==> config.mk <==
export PLATFORM = sky130hd
export DESIGN_NAME = conv_encoder
export DESIGN_NICKNAME = d
export VERILOG_FILES = /design/src/rtl/conv_pkg.sv /design/src/rtl/conv_tap_xor.sv /design/src/rtl/conv_encoder.sv
export SDC_FILE = /design/constraint.sdc
export NUM_CORES = 1
export LEC_CHECK = 0
export CAP_MARGIN = 20
export CORE_AREA = 2 2 44 46
export DETAILED_ROUTE_END_ITERATION = 10
export DIE_AREA = 0 0 46 48
export MAX_ROUTING_LAYER = met4
export PLACE_DENSITY = 0.68
export SLEW_MARGIN = 5
export SYNTH_ARGS = -nofsm -noshare
export SYNTH_HDL_FRONTEND = slang
export SYNTH_SLANG_ARGS = --single-unit
==> constraint.sdc <==
create_clock -name clk -period 2.7 [get_ports clk]
set_input_delay 0.27 -clock clk [delete_from_list [all_inputs] [get_ports clk]]
set_output_delay 0.27 -clock clk [all_outputs]
set_load 0.02 [all_outputs]
==> src/rtl/conv_pkg.sv <==
`default_nettype none
// conv_pkg: shared FSM state type, default generators and legal K/N range.
// Revision 1.0
package conv_pkg;

  typedef enum logic [1:0] {
    ST_IDLE  = 2'd0,
    ST_DATA  = 2'd1,
    ST_TAIL  = 2'd2,
    ST_DRAIN = 2'd3
  } conv_state_t;

  localparam int K_MIN = 3;
  localparam int K_MAX = 9;
  localparam int N_MIN = 2;
  localparam int N_MAX = 4;

  localparam logic [2:0] G1_DEFAULT  = 3'o7;
  localparam logic [2:0] G0_DEFAULT  = 3'o5;
  localparam logic [5:0] GEN_DEFAULT = {G1_DEFAULT, G0_DEFAULT};

endpackage
`default_nettype wire

==> src/rtl/conv_tap_xor.sv <==
`default_nettype none
// conv_tap_xor: parity of each generator's taps over {u, s}, one symbol per generator.
// Revision 1.0
module conv_tap_xor
  import conv_pkg::*;
#(
  parameter int K = 3,
  parameter int N = 2,
  parameter logic [N*K-1:0] GEN = GEN_DEFAULT
) (
  input  logic         u,
  input  logic [K-2:0] s,
  output logic [N-1:0] c
);

  logic [K-1:0] w_reg;
  assign w_reg = {u, s};

  for (genvar j = 0; j < N; j++) begin : g_par
    assign c[j] = ^(GEN[j*K +: K] & w_reg);
  end

endmodule
`default_nettype wire

==> src/rtl/conv_encoder.sv <==
`default_nettype none
// conv_encoder: rate 1/N convolutional encoder, serial symbol output, optional zero tail.
// Revision 1.0
module conv_encoder
  import conv_pkg::*;
#(
  parameter int K = 3,
  parameter int N = 2,
  parameter logic [N*K-1:0] GEN = GEN_DEFAULT,
  parameter bit TAIL_EN = 1'b1
) (
  input  logic clk,
  input  logic rst_n,
  input  logic in_valid,
  output logic in_ready,
  input  logic in_bit,
  input  logic in_last,
  output logic out_valid,
  input  logic out_ready,
  output logic out_bit,
  output logic out_last,
  output logic busy
);

  localparam int PW = $clog2(N);
  localparam int TW = $clog2(K);
  localparam logic [PW-1:0] c_PH_LAST   = PW'(N - 1);
  localparam logic [TW-1:0] c_TAIL_LAST = TW'(K - 2);

  if (K < K_MIN || K > K_MAX || N < N_MIN || N > N_MAX) begin : g_bad_param
    $error("conv_encoder: K or N outside legal range");
  end

  conv_state_t   r_state;
  conv_state_t   w_state_nxt;
  logic [K-2:0]  r_s;
  logic [N-1:0]  r_buf;
  logic [N-1:0]  w_c;
  logic [PW-1:0] r_phase;
  logic [TW-1:0] r_tail_cnt;
  logic          r_full;
  logic          r_last;
  logic          r_alive;

  logic w_slot_free;
  logic w_acc;
  logic w_tail_load;
  logic w_load;
  logic w_u;
  logic w_final;
  logic w_out_tx;

  // Slot is free when empty, or when the last symbol leaves this cycle (zero-bubble reload).
  assign w_slot_free = !r_full || ((r_phase == c_PH_LAST) && out_ready);
  assign in_ready    = r_alive && w_slot_free &&
                       ((r_state == ST_IDLE) || (r_state == ST_DATA));
  assign w_acc       = in_valid && in_ready;
  assign w_tail_load = (r_state == ST_TAIL) && w_slot_free;
  assign w_load      = w_acc || w_tail_load;
  assign w_u         = w_acc ? in_bit : 1'b0;
  assign w_final     = TAIL_EN ? (w_tail_load && (r_tail_cnt == c_TAIL_LAST))
                               : (w_acc && in_last);
  assign w_out_tx    = r_full && out_ready;

  assign out_valid = r_full;
  assign out_bit   = r_buf[r_phase];
  assign out_last  = r_full && r_last && (r_phase == c_PH_LAST);
  assign busy      = (r_state != ST_IDLE);

  conv_tap_xor #(
    .K   (K),
    .N   (N),
    .GEN (GEN)
  ) u_tap_xor (
    .u (w_u),
    .s (r_s),
    .c (w_c)
  );

  always_comb begin
    w_state_nxt = r_state;
    unique case (r_state)
      ST_IDLE, ST_DATA: begin
        if (w_acc) begin
          if (in_last) w_state_nxt = TAIL_EN ? ST_TAIL : ST_DRAIN;
          else         w_state_nxt = ST_DATA;
        end
      end
      ST_TAIL:  if (w_final) w_state_nxt = ST_DRAIN;
      ST_DRAIN: if (out_last && out_ready) w_state_nxt = ST_IDLE;
      default:  w_state_nxt = ST_IDLE;
    endcase
  end

  always_ff @(posedge clk or negedge rst_n) begin
    if (!rst_n) begin
      r_state    <= ST_IDLE;
      r_s        <= '0;
      r_buf      <= '0;
      r_phase    <= '0;
      r_tail_cnt <= '0;
      r_full     <= 1'b0;
      r_last     <= 1'b0;
      r_alive    <= 1'b0;
    end else begin
      r_alive <= 1'b1;
      r_state <= w_state_nxt;
      if (w_load) begin
        r_buf   <= w_c;
        r_full  <= 1'b1;
        r_phase <= '0;
        r_last  <= w_final;
        // Without a tail the register is flushed explicitly so the next frame starts from zero.
        r_s     <= (w_final && !TAIL_EN) ? '0 : {w_u, r_s[K-2:1]};
      end else if (w_out_tx) begin
        if (r_phase == c_PH_LAST) begin
          r_full  <= 1'b0;
          r_phase <= '0;
        end else begin
          r_phase <= r_phase + 1'b1;
        end
      end
      if (r_state != ST_TAIL)  r_tail_cnt <= '0;
      else if (w_tail_load)    r_tail_cnt <= r_tail_cnt + 1'b1;
    end
  end

endmodule
`default_nettype wire
# Yosys cells after proc, flatten, opt, wreduce, memory -nomap -nowiden
# Cells that the tools add are included.
dict set report word_totals {
  word_cells 59
  inputBits 6
  ff_bits 12
  output_inout_bits 5
}
dict set report classes {
  n_eq_ne 8
  order_cmp 1
  mux 16
  n_addsub 2
  reduce_logical 24
}
# operator count
set ops {}
lappend ops {{$mux 2} 6}
lappend ops {{$logic_and 1x1->1} 10}
lappend ops {{$mux 1} 9}
lappend ops {{$ne 2x2->1 const B} 4}
lappend ops {{$reduce_bool 2->1} 4}
lappend ops {{$pmux 2 s3} 1}
lappend ops {{$reduce_xor 3->1} 2}
lappend ops {{$eq 2x1->1 const B} 2}
lappend ops {{$eq 2x2->1 const B} 2}
lappend ops {{$logic_or 1x1->1} 3}
lappend ops {{$reduce_and 3->1} 1}
lappend ops {{$add 2x1->2 const B} 1}
lappend ops {{$logic_not 2->1} 1}
lappend ops {{$lt 1x2->1 const B} 1}
lappend ops {{$reduce_and 2->1} 1}
lappend ops {{$reduce_or 2->1} 1}
lappend ops {{$add 1x1->1 const B} 1}
lappend ops {{$logic_not 1->1} 1}

# Depth between registers and ports, before layout
# Gate-level depths: netlist (run 1).
dict set report logic_depth {
  ltp_word 8
  depth_mapped 5
  mapped_depth_nobuf 5
}

# Hierarchy
# From an unflattened synthesis (run 1), not the netlist that was laid out.
dict set report hier_totals {
  hier_cells 50
  hier_area_um2 615.6
}
# module area_each_um2 cells_each instances seq_area_each_um2
set by_module_without_submodules {}
lappend by_module_without_submodules {conv_encoder 583.1 48 1 300.3}
lappend by_module_without_submodules {conv_tap_xor 32.5 2 1 0.0}

# Worst setup path before layout (run 1)
# No wires, ideal clock.
dict set report synth_timing {
  path_type {register to output}
  from {register r_full, in the netlist out_valid}
  to {output port in_ready}
  slack_ns 1.323
  path_stages_with_launch 4
  t_arrival_ns 1.107
  path_buffers 1
  required_ns 2.430
  cell_sequence {dfrtp_1 > a21bo_2 > buf_6 > and3_1}
}
dict set report synth_between {
  elab_chain_cells 4
}
# item line_no
set synth_rtl {}
lappend synth_rtl {{start, declared} conv_encoder.sv:41} ;# logic r_full;
lappend synth_rtl {{start signal, assigned} conv_encoder.sv:102} ;# r_full <= 1'b0;
lappend synth_rtl {{start signal, assigned} conv_encoder.sv:110} ;# r_full <= 1'b1;
lappend synth_rtl {{start signal, assigned} conv_encoder.sv:117} ;# r_full <= 1'b0;
lappend synth_rtl {{$logic_not 1->1} conv_encoder.sv:54} ;# assign w_slot_free = !r_full || ((r_phase == c_PH_LAST) && out_ready);
lappend synth_rtl {{$logic_or 1x1->1} conv_encoder.sv:54}
lappend synth_rtl {{$logic_and 1x1->1 (2 in a row)} conv_encoder.sv:55} ;# assign in_ready = r_alive && w_slot_free &&
lappend synth_rtl {{end, declared} conv_encoder.sv:15} ;# output logic in_ready,
# No other way between the ends.

# Worst setup path after layout (run 1)
dict set report layout_timing {
  from {input port out_ready}
  to {output port in_ready}
}
dict set report layout_between {
  elab_chain_cells 4
}
# item line_no
set layout_rtl {}
lappend layout_rtl {{start, declared} conv_encoder.sv:19} ;# input logic out_ready,
lappend layout_rtl {{$logic_and 1x1->1} conv_encoder.sv:54}
lappend layout_rtl {{$logic_or 1x1->1} conv_encoder.sv:54}
lappend layout_rtl {{$logic_and 1x1->1 (2 in a row)} conv_encoder.sv:55}
# No other way between the ends.

==> impl_metrics.csv, run 1 <==
group,metric,value,unit
timing,tns,0,ns
floorplan,start_util,38.59,%
timing,final.setup.worst_slack,0.5165,ns
logic_synthesis,synth.top_cell.area_share,46.07,%
logic_synthesis,synth.distinct_cells,31,
timing,rsz0062_at_grt,"false",
setup_path,path_cells,"clkdlybuf4s50_1 -> a21bo_2 -> and3_1 -> clkdlybuf4s50_1",
clock_tree,cts_setup_buffers,0,
global_routing,grt_overflow,0,
power,ir_worst_vdd,356.1,uV
outcome,status,"finished, final reports clean",
detailed_routing,via_count,462,
power,power,330.8,uW
detailed_routing,firstDrtPassIters,3,
final_layout,areaGrowthSynthToFinish,20.35,%
logic_synthesis,seq_area_frac_synth,46.07,%
floorplan,dieHeight,48,um
power,pwr-share-seq,61.1,%
timing,finalSetupViolations,0,
setup_path,startpoint_type,"primary input",
final_layout,final_cells,84,
logic_synthesis,synth_nets,62,
power,p_int,253.2,uW
place,placedInstanceArea,762.0,sq um
logic_synthesis,ys_ff_latch,12,
floorplan,num_rows,15,
setup_path,worst_setup_path_end_kind,"output pin",
global_routing,grt_pass1_wl,1.987,mm
clock_tree,cts_tree,"built",
clock_tree,cts_buffers,3,
global_routing,antenna_found_initial,0,
power,comb_power_share,7.1,%
logic_synthesis,netlist_instances,55,
min_path,hp-class,"primary input to asynchronous set/reset pin",
detailed_routing,drc,0,
power,pwr_density_cell,421.6,nW/um^2
power,switchingPower,77.52,uW
logic_synthesis,synth.top_cells.by_area,"dfrtp_1, xnor2_1, o221a_2, a32o_1, nand3b_4",
job,maxCapViolCount,0,
setup_path,slowest_delay,0.60,ns
timing,period_needed,2.184,ns
timing,hold_viol_final,0,
setup_path,rr_startpoint,"r_state[0]",
power,swShare,23.44,%
setup_path,critPathLaunch,"out_ready",
setup_path,cp_data_required_time,2.43,ns
floorplan,ios,11,
setup_path,crit_family,"buffers and inverters",
final_layout,num_antenna_cells,0,
detailed_routing,avgRoutedWirePerCell,14.01,um
detailed_routing,drtAntennaViolNets,0,
setup_path,critPathSlowestCell,"clkdlybuf4s50_1",
detailed_routing,drt-total-wl,1.177,mm
timing,max_freq,458.0,MHz
final_layout,nNetsFinal,76,
timing,slew_headroom,63.41,%
detailed_routing,viasPerCell,5.500,
timing,hold_ws,0.3530,ns
clock_tree,h-tree-depth,1,
timing,worstMarginPinSlew,0.5471,ns
logic_synthesis,synth_area,651.9,sq um
setup_path,path_class,"primary input to output pin",
setup_path,crit_buf_inv,2,
clock_tree,cts_max_path_buffers,2,
global_routing,grt_usage,13.64,%
place,pre_cts_slack,0.5197,ns
floorplan,die_w,46,um
clock_tree,ctsResizeCount,0,
logic_synthesis,syn_avg_cell_area,11.85,sq um
floorplan,core_area,1689,sq um
clock_tree,holdBufCountCts,0,
final_layout,fin_area,784.5,sq um
place,gp_congestion,0.8202,
final_layout,layout-drive-gt1-share,25.37,%
logic_synthesis,yosysTopAreaCell,"dfrtp_1",
setup_path,critPathMostFrequentCell,"clkdlybuf4s50_1",
global_routing,grt_start_max_net_pins,13,
clock_tree,cts.clk_slew.worst_paths,0.07,ns
power,p_leak,0.3314,nW
floorplan,dieArea,2208,sq um
place,io_buffers,10,
place,hpwlAfterDp,871.4,um
setup_path,arrival,1.91,ns
detailed_routing,drt_iter0_drc,4,
setup_path,worstPathMaxFanout,12,
timing,finalCritPeriodShare,80.87,%
clock_tree,cts.sinks,12,
timing,slew_violations,0,
place,dp_cells,81,
timing,skew,0.003988,ns
clock_tree,worstSkewPairLatency,0.27,ns
clock_tree,cts_root_buf,"clkbuf_4",
logic_synthesis,yosys_warnings,0,
global_routing,grt_pass1_vias,442,
power,clockPowerShare,31.8,%
final_layout,utilization,46.44,%
-- final timing paths --
kind	cells past startpoint	endpoint	slack [ns]
max	4	in_ready	0.52
min	1	r_buf[0]	0.35
max reg2reg	3	r_s[0]	1.38
min reg2reg	1	r_last	0.49
max in group asynchronous	1	r_tail_cnt[0]	1.98
min in group clk	1	r_last	0.49
-- power groups by stage --
stage	logic (mW)	registers [mW]	clock network, mW
floorplan	0.0102	0.202	0
global placement	0.0236	0.205	0
detailed placement	0.0237	0.206	0
CTS	0.0240	0.202	0.113
global route	0.0252	0.205	0.124
finish	0.0235	0.202	0.105
-- sequential cells by signal (all words and copies together), names as in the netlist --
signal and cells:
r_state 2, r_buf 2, r_last 1, r_tail_cnt 2, r_alive 1, out_valid 1
r_phase 1, r_s 2
-- area by class of cell --
class | instances | area (sq um)
tap | 17 | 21.27
sequential | 12 | 300.3
inverter | 2 | 7.507
multi-input combinational | 40 | 332.8
clock buffer | 3 | 22.52
timing repair buffer | 10 | 100.1
fill | 167 | 904.6
-- worst register-to-register path, stage by stage (launching register included) --
cell      delay [ns]
dfrtp_1         0.42
nand2b_2        0.25
a21oi_4         0.23
mux2_4          0.31
-- cell families (layout without fill, tap and decap cells) --
family,count (synthesis),count (layout),synth area share (%)
other,1,1,0.5753
AND/OR/NAND/NOR,19,19,19.77
AO/OA/AOI/OAI,13,13,19.39
flip-flops,12,12,46.07
multiplexers,2,2,4.030
XOR/XNOR,4,4,5.375
buffers and inverters,3,15,2.879
adder cells (fa/ha/maj),1,1,1.919
-- layer usage --
| layer | global-route usage, % | share of wire (%) |
|---|---|---|
| met5 | - | 0 |
| met1 | 15.95 | 52 |
| met2 | 20.83 | 45 |
| met3 | 5.660 | 2.5 |
| met4 | 5.143 | 1.2 |
-- placed cells by master (no fill, tap or decap), types with 2 or more instances in the layout --
cell type	count
o221a_2	2
nor2_1	3
clkdlybuf4s50_1	10
inv_1	2
and3_1	2
a32o_1	2
nand4_1	2
xnor2_1	3
clkbuf_4	3
nand3_1	3
dfrtp_1	12
nand2_1	3
-- cell usage after synthesis --
cell and count:
nand3_1 3, dfrtp_1 12, mux2_2 1, a21boi_2 1, a21oi_1 1, nor2_1 3
o21ai_2 1, or2_2 1, inv_1 2, a32o_1 2, nand2_1 3, a21boi_1 1
xnor2_1 3, buf_6 1, a21bo_2 1, nand4_1 2, nand2b_2 1, o211a_1 1
ha_1 1, and3b_2 1, mux2_4 1, nand3b_4 1, xor2_1 1, o21bai_1 1
a211oi_1 1, a21oi_4 1, conb_1 1, o221a_2 2, and2b_2 1, and4bb_2 1
and3_1 2
(Power assumes the default switching activity.)
==> run 2: changes to the inputs <==
--- a/config.mk
+++ b/config.mk
@@ -10,7 +10,7 @@
 export DETAILED_ROUTE_END_ITERATION = 10
 export DIE_AREA = 0 0 46 48
 export MAX_ROUTING_LAYER = met4
-export PLACE_DENSITY = 0.68
+export PLACE_DENSITY = 0.7
 export SLEW_MARGIN = 5
 export SYNTH_ARGS = -nofsm -noshare
 export SYNTH_HDL_FRONTEND = slang
==> constraint.sdc (replaced) <==
create_clock -name clk -period 1.85 [get_ports clk]
set_input_delay 0.185 -clock clk [delete_from_list [all_inputs] [get_ports clk]]
set_output_delay 0.185 -clock clk [all_outputs]
set_load 0.02 [all_outputs]
==> run 2 against run 1 <==
Global-route usage fell by 0.52 points. Power rose by 66%. Critical path depth down 2. Sequential power up 48%. Core utilization grew 1.7 points. Hold slack lost 0.10 ns. Clock skew increased by 0.0068 ns. Design area grew 3.7%. Setup slack worse by 0.46 ns. Clock power increased by 100%. Final cell count increased by 3.6%. Sequential cell count unchanged. Critical path type is now register to output pin. Largest cell class unchanged. Largest power group unchanged. Highest routed layer unchanged.
==> impl_metrics.csv, run 2 (synthesis results as in run 1) <==
group,metric,value,unit
power,comb_power_share,6.7,%
detailed_routing,drt_iter0_drc,25,
global_routing,grt_pass1_wl,1.966,mm
final_layout,final_common_cell,"dfrtp_1",
detailed_routing,drtAntennaViolNets,0,
setup_path,worst_setup_path_end_kind,"output pin",
setup_path,worstPathMaxFanout,9,
clock_tree,cts.clk_slew.worst_paths,0.08,ns
clock_tree,h-tree-depth,1,
floorplan,num_rows,15,
clock_tree,holdBufCountCts,0,
clock_tree,cts_max_path_buffers,2,
final_layout,nNetsFinal,78,
timing,max_freq,558.5,MHz
global_routing,grt_pass1_vias,468,
setup_path,startpoint_type,"register",
job,maxCapViolCount,0,
global_routing,grt_start_max_net_pins,13,
timing,tns,0,ns
clock_tree,cts_tree,"built",
clock_tree,cts_root_buf,"clkbuf_4",
detailed_routing,firstDrtPassIters,4,
power,p_int,417.7,uW
power,clockPowerShare,39.1,%
detailed_routing,viasPerCell,5.471,
timing,slew_headroom,63.22,%
setup_path,critPathLaunch,"r_state[1]",
power,p_leak,0.3514,nW
place,gp_congestion,0.7475,
timing,period_needed,1.791,ns
setup_path,rr_startpoint,"r_state[0]",
place,io_buffers,10,
timing,rsz0062_at_grt,"false",
timing,slew_violations,0,
floorplan,core_area,1689,sq um
global_routing,grt_overflow,0,
clock_tree,cts_buffers,3,
detailed_routing,drt-total-wl,1.223,mm
min_path,hp-class,"primary input to asynchronous set/reset pin",
timing,finalCritPeriodShare,96.79,%
timing,skew,0.01083,ns
global_routing,grt_usage,13.12,%
floorplan,ios,11,
place,hpwlAfterDp,910.7,um
setup_path,path_class,"register to output pin",
timing,finalSetupViolations,0,
floorplan,dieHeight,48,um
place,placedInstanceArea,777.0,sq um
detailed_routing,drc,0,
power,ir_worst_vdd,557.8,uV
final_layout,fin_area,813.3,sq um
floorplan,die_w,46,um
final_layout,layout_common_cells,"dfrtp_1, clkdlybuf4s50_1",
power,pwr-share-seq,54.2,%
detailed_routing,via_count,476,
global_routing,antenna_found_initial,0,
final_layout,num_antenna_cells,0,
clock_tree,worstSkewPairLatency,0.28,ns
floorplan,start_util,38.59,%
outcome,status,"finished, final reports clean",
power,swShare,23.96,%
floorplan,dieArea,2208,sq um
final_layout,layout-drive-gt1-share,30.00,%
timing,worstMarginPinSlew,0.5500,ns
power,switchingPower,131.6,uW
detailed_routing,avgRoutedWirePerCell,14.06,um
clock_tree,cts.sinks,12,
timing,hold_viol_final,0,
final_layout,areaGrowthSynthToFinish,24.76,%
setup_path,cp_data_required_time,1.66,ns
setup_path,arrival,1.61,ns
power,pwr_density_cell,675.5,nW/um^2
[run 2: cell types whose count changed in the layout (fill, tap and decap cells not counted), sizes merged]
cell and change:
clkbuf +1, buf +2, clkdlybuf4s50 -1, dlygate4sd2 +1
[run 2: per-stage QoR]
step / power (mW) / hold slack (ns) / std cells / utilization [%] / setup WS, ns
global route: 0.5710 / 0.2838 / 87 / 48.15 / 0.02331
global placement: 0.3358 / 0.4769 / 83 / 46.00 / 0.1002
detailed placement: 0.3363 / 0.4804 / 83 / 46.00 / 0.1055
floorplan: 0.3103 / -0.1106 / 55 / - / 0.5575
CTS: 0.5509 / 0.2707 / 87 / 48.07 / 0.04515
finish: 0.5493 / 0.2494 / 87 / 48.15 / 0.05938
[run 2: final timing paths]
path | to | slack, ns | cells after the start
worst max-delay path | busy | 0.06 | 2
worst min-delay path | r_s[1] | 0.25 | 1
worst max register to register | r_s[0] | 0.55 | 3
worst min register to register | r_last | 0.50 | 1
max in group asynchronous | r_phase | 1.21 | 1
min in group clk | r_last | 0.50 | 1
[run 2: routing by layer]
layer / global-route usage [%] / share of wire (%) / routed length, um / vias up
li1: - / - / - / 231
met1: 15.86 / 49 / 598 / 234
met2: 20.83 / 47 / 570 / 9
met3: 3.396 / 3.4 / 41 / 2
met4: 5.143 / 1.1 / 13 / 0
met5: - / 0 / 0 / -
[run 2: final cells by class]
cell class / instances / area (sq um)
Fill cell: 154 / 875.8
Multi-Input combinational cell: 40 / 332.8
Sequential cell: 12 / 301.5
Timing Repair Buffer: 12 / 113.9
Clock buffer: 4 / 36.28
Tap cell: 17 / 21.27
Inverter: 2 / 7.507
[run 2: repair_timing]
action                                  CTS  global route
buffers inserted                          0             0
gates resized for setup                   1             1
endpoints found under the setup margin    1             1
hold endpoints to repair                  0             0
gates cloned                              0             0
[run 2: power by group through the flow]
stage	Sequential [mW]	Combinational (mW)	Clock, mW
after floorplan	0.295	0.0149	0
after global placement	0.300	0.0361	0
after detailed placement	0.300	0.0367	0
after CTS	0.294	0.0369	0.220
after global routing	0.300	0.0399	0.231
final	0.298	0.0366	0.215
[run 2: critical path, stage by stage (launching register included)]
cell and delay, ns:
dfrtp_1 0.47, or2_2 0.32, clkdlybuf4s50_1 0.54
